[src/rtl/snitch_icache_event_ctr_pkg.sv]
// Shared types for the icache event counters: the per-port event vector and
// the event index used to address one counter within a port.
package snitch_icache_event_ctr_pkg;

    localparam int unsigned NR_ICACHE_EVENTS = 4;

    typedef struct packed {
        logic l0_miss;
        logic l0_hit;
        logic l0_prefetch;
        logic l0_double_hit;
    } icache_events_t;

    // Values match the bit position of each field in icache_events_t.
    typedef enum logic [1:0] {
        EV_DOUBLE_HIT = 2'd0,
        EV_PREFETCH   = 2'd1,
        EV_HIT        = 2'd2,
        EV_MISS       = 2'd3
    } icache_event_idx_e;

endpackage

[src/rtl/snitch_icache_event_ctr_if.sv]
// Read channel between a CSR/peripheral reader (master) and the event counter
// block (slave): request with optional read-and-clear, one-entry response.
interface snitch_icache_event_ctr_if #(
    parameter int unsigned NR_FETCH_PORTS = 4,
    parameter int unsigned CNT_WIDTH      = 32
);
    localparam int unsigned PW = (NR_FETCH_PORTS > 1) ? $clog2(NR_FETCH_PORTS) : 1;

    logic                 req_valid_i;
    logic                 req_ready_o;
    logic [PW-1:0]        req_port_i;
    logic [1:0]           req_event_i;
    logic                 req_clear_i;
    logic                 rsp_valid_o;
    logic                 rsp_ready_i;
    logic [CNT_WIDTH-1:0] rsp_data_o;
    logic                 rsp_ovf_o;

    modport master (
        output req_valid_i, req_port_i, req_event_i, req_clear_i, rsp_ready_i,
        input  req_ready_o, rsp_valid_o, rsp_data_o, rsp_ovf_o
    );

    modport slave (
        input  req_valid_i, req_port_i, req_event_i, req_clear_i, rsp_ready_i,
        output req_ready_o, rsp_valid_o, rsp_data_o, rsp_ovf_o
    );

endinterface

[src/rtl/snitch_icache_event_ctr_cnt.sv]
// One event counter with sticky overflow flag. SNITCH_ICACHE_CTR_SATURATE_EN
// makes the counter hold at all-ones instead of wrapping.
module snitch_icache_event_cnt #(
    parameter int unsigned CNT_WIDTH = 32
) (
    input  logic                 clk_i,
    input  logic                 rst_i,
    input  logic                 clr_i,
    input  logic                 rd_clr_i,
    input  logic                 inc_i,
    output logic [CNT_WIDTH-1:0] cnt_o,
    output logic                 ovf_o
);

    logic all_ones;
    assign all_ones = &cnt_o;

    always_ff @(posedge clk_i) begin
        if (rst_i || clr_i) begin
            cnt_o <= '0;
            ovf_o <= 1'b0;
        end else if (rd_clr_i) begin
            // An event arriving in the clearing cycle starts the new count.
            cnt_o <= inc_i ? CNT_WIDTH'(1) : '0;
            ovf_o <= 1'b0;
        end else if (inc_i) begin
            if (all_ones) begin
`ifdef SNITCH_ICACHE_CTR_SATURATE_EN
                ovf_o <= 1'b1;
`else
                cnt_o <= '0;
                ovf_o <= 1'b1;
`endif
            end else begin
                cnt_o <= cnt_o + CNT_WIDTH'(1);
            end
        end
    end

endmodule

[src/rtl/snitch_icache_event_ctr.sv]
// Per-fetch-port icache event counters with a valid/ready read port.
// Define SNITCH_ICACHE_CTR_SATURATE_EN for saturating counters (default wraps).
module snitch_icache_event_ctr
    import snitch_icache_event_ctr_pkg::*;
#(
    parameter int unsigned NR_FETCH_PORTS = 4,
    parameter int unsigned CNT_WIDTH      = 32
) (
    input  logic                                clk_i,
    input  logic                                rst_i,
    input  icache_events_t [NR_FETCH_PORTS-1:0] events_i,
    input  logic                                enable_i,
    input  logic                                clear_i,
    snitch_icache_event_ctr_if.slave            bus
);

    localparam int unsigned PW = (NR_FETCH_PORTS > 1) ? $clog2(NR_FETCH_PORTS) : 1;

    logic [NR_FETCH_PORTS-1:0][NR_ICACHE_EVENTS-1:0] ev_bits;
    logic [CNT_WIDTH-1:0] cnt [NR_FETCH_PORTS][NR_ICACHE_EVENTS];
    logic                 ovf [NR_FETCH_PORTS][NR_ICACHE_EVENTS];

    logic                 accept;
    logic [CNT_WIDTH-1:0] sel_cnt;
    logic                 sel_ovf;
    logic                 rsp_valid_q;
    logic [CNT_WIDTH-1:0] rsp_data_q;
    logic                 rsp_ovf_q;

    assign ev_bits = events_i;

    assign bus.req_ready_o = !rsp_valid_q || bus.rsp_ready_i;
    assign accept          = bus.req_valid_i && bus.req_ready_o;

    for (genvar p = 0; p < NR_FETCH_PORTS; p++) begin : g_port
        for (genvar e = 0; e < NR_ICACHE_EVENTS; e++) begin : g_event
            logic inc;
            logic rd_clr;

            assign inc    = enable_i && ev_bits[p][e];
            assign rd_clr = accept && bus.req_clear_i
                         && (bus.req_port_i == PW'(p))
                         && (bus.req_event_i == 2'(e));

            snitch_icache_event_cnt #(
                .CNT_WIDTH (CNT_WIDTH)
            ) i_cnt (
                .clk_i    (clk_i),
                .rst_i    (rst_i),
                .clr_i    (clear_i),
                .rd_clr_i (rd_clr),
                .inc_i    (inc),
                .cnt_o    (cnt[p][e]),
                .ovf_o    (ovf[p][e])
            );
        end
    end

    // A port index with no matching counter falls through to zero.
    always_comb begin
        sel_cnt = '0;
        sel_ovf = 1'b0;
        for (int p = 0; p < NR_FETCH_PORTS; p++) begin
            if (bus.req_port_i == PW'(p)) begin
                sel_cnt = cnt[p][bus.req_event_i];
                sel_ovf = ovf[p][bus.req_event_i];
            end
        end
    end

    always_ff @(posedge clk_i) begin
        if (rst_i) begin
            rsp_valid_q <= 1'b0;
            rsp_data_q  <= '0;
            rsp_ovf_q   <= 1'b0;
        end else if (accept) begin
            rsp_valid_q <= 1'b1;
            rsp_data_q  <= sel_cnt;
            rsp_ovf_q   <= sel_ovf;
        end else if (bus.rsp_ready_i) begin
            rsp_valid_q <= 1'b0;
        end
    end

    assign bus.rsp_valid_o = rsp_valid_q;
    assign bus.rsp_data_o  = rsp_data_q;
    assign bus.rsp_ovf_o   = rsp_ovf_q;

endmodule
[src/flat_wrapper.sv]
// flat-port wrapper written by rule: the top's interface ports become plain ports
module snitch_icache_event_ctr_flat import snitch_icache_event_ctr_pkg::*;
#(
    parameter int unsigned NR_FETCH_PORTS = 4,
    parameter int unsigned CNT_WIDTH      = 32
)
  (clk_i, rst_i, events_i, enable_i, clear_i, bus_req_valid_i, bus_req_port_i, bus_req_event_i, bus_req_clear_i, bus_rsp_ready_i, bus_req_ready_o, bus_rsp_valid_o, bus_rsp_data_o, bus_rsp_ovf_o);
  snitch_icache_event_ctr_if #(.NR_FETCH_PORTS(NR_FETCH_PORTS), .CNT_WIDTH(CNT_WIDTH)) bus_i ();
  input  logic clk_i;
  input  logic rst_i;
  input  icache_events_t [NR_FETCH_PORTS-1:0] events_i;
  input  logic enable_i;
  input  logic clear_i;
  input wire logic [$bits(bus_i.req_valid_i)-1:0] bus_req_valid_i;
  input wire logic [$bits(bus_i.req_port_i)-1:0] bus_req_port_i;
  input wire logic [$bits(bus_i.req_event_i)-1:0] bus_req_event_i;
  input wire logic [$bits(bus_i.req_clear_i)-1:0] bus_req_clear_i;
  input wire logic [$bits(bus_i.rsp_ready_i)-1:0] bus_rsp_ready_i;
  output wire logic [$bits(bus_i.req_ready_o)-1:0] bus_req_ready_o;
  output wire logic [$bits(bus_i.rsp_valid_o)-1:0] bus_rsp_valid_o;
  output wire logic [$bits(bus_i.rsp_data_o)-1:0] bus_rsp_data_o;
  output wire logic [$bits(bus_i.rsp_ovf_o)-1:0] bus_rsp_ovf_o;
  assign bus_i.req_valid_i = bus_req_valid_i;
  assign bus_i.req_port_i = bus_req_port_i;
  assign bus_i.req_event_i = bus_req_event_i;
  assign bus_i.req_clear_i = bus_req_clear_i;
  assign bus_i.rsp_ready_i = bus_rsp_ready_i;
  assign bus_req_ready_o = bus_i.req_ready_o;
  assign bus_rsp_valid_o = bus_i.rsp_valid_o;
  assign bus_rsp_data_o = bus_i.rsp_data_o;
  assign bus_rsp_ovf_o = bus_i.rsp_ovf_o;
  snitch_icache_event_ctr #(.NR_FETCH_PORTS(NR_FETCH_PORTS), .CNT_WIDTH(CNT_WIDTH)) u_core (.clk_i(clk_i), .rst_i(rst_i), .events_i(events_i), .enable_i(enable_i), .clear_i(clear_i), .bus(bus_i));
endmodule
[config.mk]
export PLATFORM = sky130hd
export DESIGN_NAME = snitch_icache_event_ctr_flat
export DESIGN_NICKNAME = d
export VERILOG_FILES = /design/src/rtl/snitch_icache_event_ctr_pkg.sv /design/src/rtl/snitch_icache_event_ctr_if.sv /design/src/rtl/snitch_icache_event_ctr_cnt.sv /design/src/rtl/snitch_icache_event_ctr.sv /design/src/flat_wrapper.sv
export SDC_FILE = /design/constraint.sdc
export NUM_CORES = 2
export LEC_CHECK = 0
export ABC_CLOCK_PERIOD_IN_PS = 5700
export BUFFER_PORTS_ARGS = -buffer_cell sky130_fd_sc_hd__buf_2
export CORE_ASPECT_RATIO = 0.7
export CORE_MARGIN = 2
export CORE_UTILIZATION = 55
export CTS_CLUSTER_DIAMETER = 120
export CTS_CLUSTER_SIZE = 16
export DETAILED_ROUTE_END_ITERATION = 10
export GPL_ROUTABILITY_DRIVEN = 0
export PLACE_DENSITY = 0.68
export SLEW_MARGIN = 20
export SYNTH_ARGS = -nofsm -noshare
export SYNTH_HDL_FRONTEND = slang
export SYNTH_SLANG_ARGS = --single-unit
[constraint.sdc]
create_clock -name clk_i -period 5.7 [get_ports clk_i]
set_input_delay 0.285 -clock clk_i [delete_from_list [all_inputs] [get_ports clk_i]]
set_output_delay 0.285 -clock clk_i [all_outputs]
set_load 0.01 [all_outputs]
== Word-level counts from Yosys, hierarchy flattened ==
Index checks and enable logic that the tools add are counted.
Storage, ports and cells
  register bits: 562
  input port bits: 27
  output and inout bits: 35
Cells by class
  add/subtract/negate cells: 16
  magnitude comparators: 1
  eq/ne operators: 6
  muxes and demuxes: 98
  bitwise operators: 1
  reduce and logical (&&, ||, !) cells: 108
Operators by type and width (number)
  32-bit two-way mux: 60
  33-bit AND reduction: 16
  32-bit by 1-bit adder with 32-bit output (second input constant): 16
  32-bit AND reduction: 16
  32-bit binary-select mux with 2-bit select: 4
  1-bit logical AND: 38
  2-bit nonzero test: 17
  2-bit OR reduction: 16
  1-bit two-way mux: 30
  1-bit binary-select mux with 2-bit select: 4
  2-bit equality test (second input constant): 4
  2-bit by 1-bit equality test with 1-bit output (second input constant): 2
  2-bit logical NOT: 2
  3-bit greater-or-equal comparator (second input constant): 1
  2-bit NOT with 3-bit output: 1
  1-bit logical OR: 2
  1-bit logical NOT: 1

== Depth between registers and ports, before layout ==
  depth in word-level cells: 8
  gate-level depth with buffers: 10
  gate-level depth less buffers: 7

== Modules after synthesis ==
Synthesis repeated with hierarchy kept, for this count alone.
Second synthesis, totals
  cells, all modules: 3403
  area total of the unflattened synthesis: 31676.6 µm²
By module, submodules not included
  snitch_icache_event_cnt at u_core.g_port[0].g_event[0].i_cnt ...: instances 15, cells an instance 181, area each 1630.3 µm², sequential area each 660.6 µm²
  snitch_icache_event_ctr: instances 1, cells an instance 488, area each 5545.3 µm², sequential area each 680.7 µm²
  snitch_icache_event_cnt at u_core.g_port[3].g_event[3].i_cnt: instances 1, cells an instance 200, area each 1676.6 µm², sequential area each 660.6 µm²

== Least setup slack after synthesis ==
No wires, ideal clock.
  path kind: reg-to-reg
  start: reg u_core.g_port[1].g_event[3].i_cnt.cnt_o[0]
  end: reg u_core.g_port[1].g_event[3].i_cnt.cnt_o[10]
  library setup time: 0.117 ns
  arrival: 2.242 ns
  data required time: 5.583 ns
  setup slack: 3.341 ns
  cell stages (with the launch flop): 9
  path buffers: 1
  period minus slack after synthesis: 2.359 ns
  cells stage by stage: dfxtp_1 ha_1 nand4_1 or4_1 nor3_2 nor3_1 nor2_1 buf_2 nor2_1
Between the ends
  cells in the longest elaborated chain, start to end: 4
  elaborated cells on any way between the ends: 5
  classes of those cells: add/sub: 1; mux: 3; reduce/logical: 1
RTL lines
  start, declared: RTL line snitch_icache_event_ctr_cnt.sv:11  | output logic [CNT_WIDTH-1:0] cnt_o,
  start signal, assigned: RTL line snitch_icache_event_ctr_cnt.sv:24  | cnt_o <= inc_i ? CNT_WIDTH'(1) : '0;
  start signal, assigned: RTL line snitch_icache_event_ctr_cnt.sv:35  | cnt_o <= cnt_o + CNT_WIDTH'(1);
  32-bit by 1-bit adder with 32-bit output or 32-bit AND reduction (tied branches): RTL line snitch_icache_event_ctr_cnt.sv:35, snitch_icache_event_ctr_cnt.sv:16
  32-bit two-way mux (*): RTL line snitch_icache_event_ctr_cnt.sv:27  | if (all_ones) begin
  32-bit two-way mux (*): RTL line snitch_icache_event_ctr_cnt.sv:26  | end else if (inc_i) begin
  32-bit two-way mux (*): RTL line snitch_icache_event_ctr_cnt.sv:22  | end else if (rd_clr_i) begin
Every way passes the cells marked *; elsewhere a longest branch is shown, timed or not. The select of a mux whose other input is x is not followed.
A chain may end at the register's enable or synchronous reset.

== Final worst setup path ==
  start: reg u_core.g_port[0].g_event[1].i_cnt.cnt_o[5]
  end: reg u_core.g_port[0].g_event[1].i_cnt.cnt_o[19]
Between the ends
  cells in the longest elaborated chain, start to end: 4
  elaborated cells on any way between the ends: 5
  classes of those cells: add/sub: 1; mux: 3; reduce/logical: 1
RTL lines (RTL line)
  start, declared: snitch_icache_event_ctr_cnt.sv:11
  start signal, assigned: snitch_icache_event_ctr_cnt.sv:24
  start signal, assigned: snitch_icache_event_ctr_cnt.sv:35
  32-bit by 1-bit adder with 32-bit output or 32-bit AND reduction (tied branches): snitch_icache_event_ctr_cnt.sv:35, snitch_icache_event_ctr_cnt.sv:16
  32-bit two-way mux (*): snitch_icache_event_ctr_cnt.sv:27
  32-bit two-way mux (*): snitch_icache_event_ctr_cnt.sv:26
  32-bit two-way mux (*): snitch_icache_event_ctr_cnt.sv:22
Marks and branches as above.

==> summary.md <==
| Metric | Value |
|---|---|
| Initial Util | `between 50% and 60%` |
| Synthesized flop and latch total | `approximately 560` |
| Setup crit end kind | `flop` |
| Nature of the critical path startpoint | `flop` |
| Final setup vio count | `0` |
| Clk sink count | `562` |
| Post-synth top flop | `dfxtp_1` |
| Global-route wire length before repair | `around 160000 um` |
| Avg Cell Area, Syn | `8.897 um^2` |
| Yosys Warn Count | `0` |
| Die Area | `57050 um^2` |
| Pre-CTS setup slack | `roughly 1.9 ns` |
| Req. time, crit path | `about 6.2 ns` |
| Layout Nets | `between 3000 and 4000` |
| Worst EP arrival | `about 3.5 ns` |
| Total I/O pin count | `62` |
| Crit Path Class | `flop to flop` |
| Total Wirelength | `between 100000 and 150000 um` |
| Max-cap violations | `0` |
| Starting DRC count in detailed routing | `around 3700` |
| Die width | `approximately 280 um` |
| Final period utilization | `a little over half` |
| Layout cells sized above 1 | `10.27%` |
| Syn_nets | `between 3000 and 4000` |
| PortBufs | `between 60 and 70` |
| Dpl cell area | `approximately 31000 um^2` |
| Core area | `approximately 54000 um^2` |
| Final ANT Viol Nets | `0` |
| Leakage | `a little over 10 nW` |
| Worst-margin pin slew | `~1.1 ns` |
| Detailed Routing Iterations Pass 1 | `8` |
| Post-CTS Setup Inserts | `0` |
| Design area | `roughly 32000 um^2` |
| Total gr overflow | `0` |
| Detail Placement HPWL | `about 80000 um` |
| Peak VDD IR | `150.5 uV` |
| RSZ-0062 raised after global routing | `false` |
| HP Class | `input pin to flop` |
| Max clock buf depth | `3` |
| Post-synthesis sequential area ratio | `between 30% and 40%` |
| Vias in the first global route | `between 20000 and 25000` |
| Pin count of the biggest net entering global routing | `75` |
| Pwr Density | `~220 nW/um^2` |
| Rows | `71` |
| DR vias | `27650` |
| Root buffer cell | `clkbuf_16` |
| Setup WS post-layout | `between 2 and 3 ns` |
| Min Tclk post-route | `around 3 ns` |
| Overall die height | `200.4 um` |
| Pins Over Slew Limit | `0` |
| Post-synth EDFFs | `0` |
| Layout Skew | `0.02022 ns` |
| Crit Path Max Fanout | `14` |
| Fmax achieved | `around 0.33 GHz` |
| Initial antenna violation count | `20` |
| DRC violations left | `0` |
| Status | `finished, final reports clean` |
| GRT Total Usage | `between 30% and 40%` |
| CTS tree | `done` |
| Synth unique cells | `between 80 and 90` |
| Drt wl/cell | `roughly 25 um` |
| Ys async rst share | `0%` |
| Clk_lat worst skew | `around 0.61 ns` |
| Area added between synthesis and finish | `6.660%` |
| Relative slew slack | `about a quarter` |
| Post-Syn Area | `a little over 30000 um^2` |
| Fin Setup TNS | `0 ns` |
| Worst-path clk slew | `around 0.08 ns` |
| Fin util | `between 50 and 60%` |
| H-Tree Depth | `2` |
| DR vias/cell | `6.676` |
| Post-Synthesis Cells | `3408` |
| Final hold viol count | `0` |
| Num CTS Buffers | `41` |
## final timing paths
| kind | startpoint | endpoint | slack [ns] | cells after the start |
|---|---|---|---|---|
| setup / recovery | u_core.g_port[0].g_event[1].i_cnt.cnt_o[5] | u_core.g_port[0].g_event[1].i_cnt.cnt_o[19] | 2.66 | 7 |
| hold / removal | events_i[15] | u_core.g_port[3].g_event[3].i_cnt.cnt_o[1] | 0.1 | 4 |
| setup reg to reg | u_core.g_port[0].g_event[1].i_cnt.cnt_o[5] | u_core.g_port[0].g_event[1].i_cnt.cnt_o[19] | 2.66 | 7 |
| hold reg to reg | u_core.bus.rsp_data_o[14] | u_core.bus.rsp_data_o[14] | 0.46 | 2 |
## kinds of logic (layout without fill, tap and decap cells)
family,Yosys count,count (layout),share of synthesized area (%)
AO/OA/AOI/OAI,358,358,7.775
XOR/XNOR,390,390,11.27
adder cells (fa/ha/maj),16,16,0.6603
buffers and inverters,205,204,2.752
flip-flops,562,562,37.11
multiplexers,172,172,12.49
other,0,5,0
AND/OR/NAND/NOR,1705,1705,27.95
## per-stage QoR
step | power [mW] | hold WS [ns] | std cells
after global placement | 4.354 | 0.4520 | 4091
final | 7.074 | 0.09641 | 4142
after global routing | 7.256 | 0.1209 | 4138
after detailed placement | 4.359 | 0.4460 | 4091
after floorplan | 4.262 | 0.3574 | 3408
after CTS | 7.087 | 0.06963 | 4137
## synth_stat cells (6+ instances only)
cell | number | share of area (%)
nand3_1 | 225 | 3.7
nor4_1 | 59 | 1.2
and3_1 | 90 | 1.9
nand3b_1 | 15 | 0.37
o211ai_1 | 12 | 0.30
inv_1 | 73 | 0.90
nand2b_1 | 9 | 0.19
o31ai_1 | 9 | 0.22
and4_1 | 57 | 1.6
o21ai_1 | 8 | 0.13
a211oi_1 | 10 | 0.25
a21o_1 | 9 | 0.22
ha_1 | 16 | 0.66
mux2i_1 | 6 | 0.20
nand4_1 | 140 | 2.9
and2_1 | 46 | 0.95
nand4b_1 | 6 | 0.17
mux4_2 | 165 | 12
nor4b_1 | 7 | 0.20
nand2_1 | 339 | 4.2
a21oi_1 | 105 | 1.7
xnor2_1 | 147 | 4.2
a31oi_1 | 20 | 0.41
buf_2 | 34 | 0.56
nor3b_1 | 11 | 0.27
nor2b_1 | 8 | 0.17
dfxtp_1 | 562 | 37
nor2_1 | 525 | 6.5
or4_1 | 22 | 0.54
clkbuf_1 | 80 | 0.99
buf_1 | 14 | 0.17
or2_2 | 6 | 0.12
or3_1 | 44 | 0.91
a211oi_2 | 12 | 0.50
o21ai_0 | 106 | 1.7
xor2_1 | 243 | 7.0
nor3_1 | 68 | 1.1
## layer usage
layer	part of all wire, %	GRT usage, %	up-vias
met5	0.16	0	-
met4	3.6	11.58	24
met3	16	14.17	283
met2	39	47.45	1776
met1	41	51.45	13310
li1	-	-	12260
## critical path, cell delays in order (launching register included)
cell and delay [ns]:
dfxtp_1 0.42, and4_1 0.31, nand4_1 0.28, nor3_2 0.60
nand3_1 0.14, o21ai_1 0.73, buf_4 0.34, nor2_1 0.07
## sequential cells by signal (all words and copies together), names as in the netlist
register	flops
u_core.g_port.g_event.i_cnt.cnt_o	512
u_core.bus.rsp_ovf_o	1
u_core.bus.rsp_valid_o	1
u_core.g_port.g_event.i_cnt.ovf_o	16
u_core.bus.rsp_data_o	32
## layout by cell type, fill, tap and decap left out, types with 15 or more instances in the layout
master	n
nand3b_1	15
nor3_1	68
nand4_1	140
o21ai_0	106
buf_2	59
nor4_1	59
a31oi_1	20
xnor2_1	147
or3_1	44
mux4_2	165
clkbuf_16	43
ha_1	16
and3_1	90
a21oi_1	104
and2_1	46
buf_4	23
nand2_1	339
nand3_1	225
or4_1	22
xor2_1	243
inv_1	73
dfxtp_1	562
and4_1	57
nor2_1	524
## repair_timing
| action | 4_1_cts | 5_1_grt |
|---|---|---|
| gates resized for setup | 0 | 0 |
| hold endpoints to repair | 1 | 0 |
| hold buffers | 1 | 0 |
## cell type report
cell class                 count  area (um^2)
fill                        4633        21760
tap                          730        913.4
sequential                   562        11250
antenna                        5        12.51
clock inverter                 2        25.02
clock buffer                  43         1076
timing repair buffer          85        503.0
multi-input combinational   2641        18280
inverter                      74        279.0
## where the power goes
group / switching (mW) / internal [mW] / leakage [nW]
logic: 0.246 / 0.0939 / 5.05
clock network: 1.45 / 1.34 / 0.542
registers: 0.0104 / 3.93 / 4.53
Power figures use the tool's default switching activity.
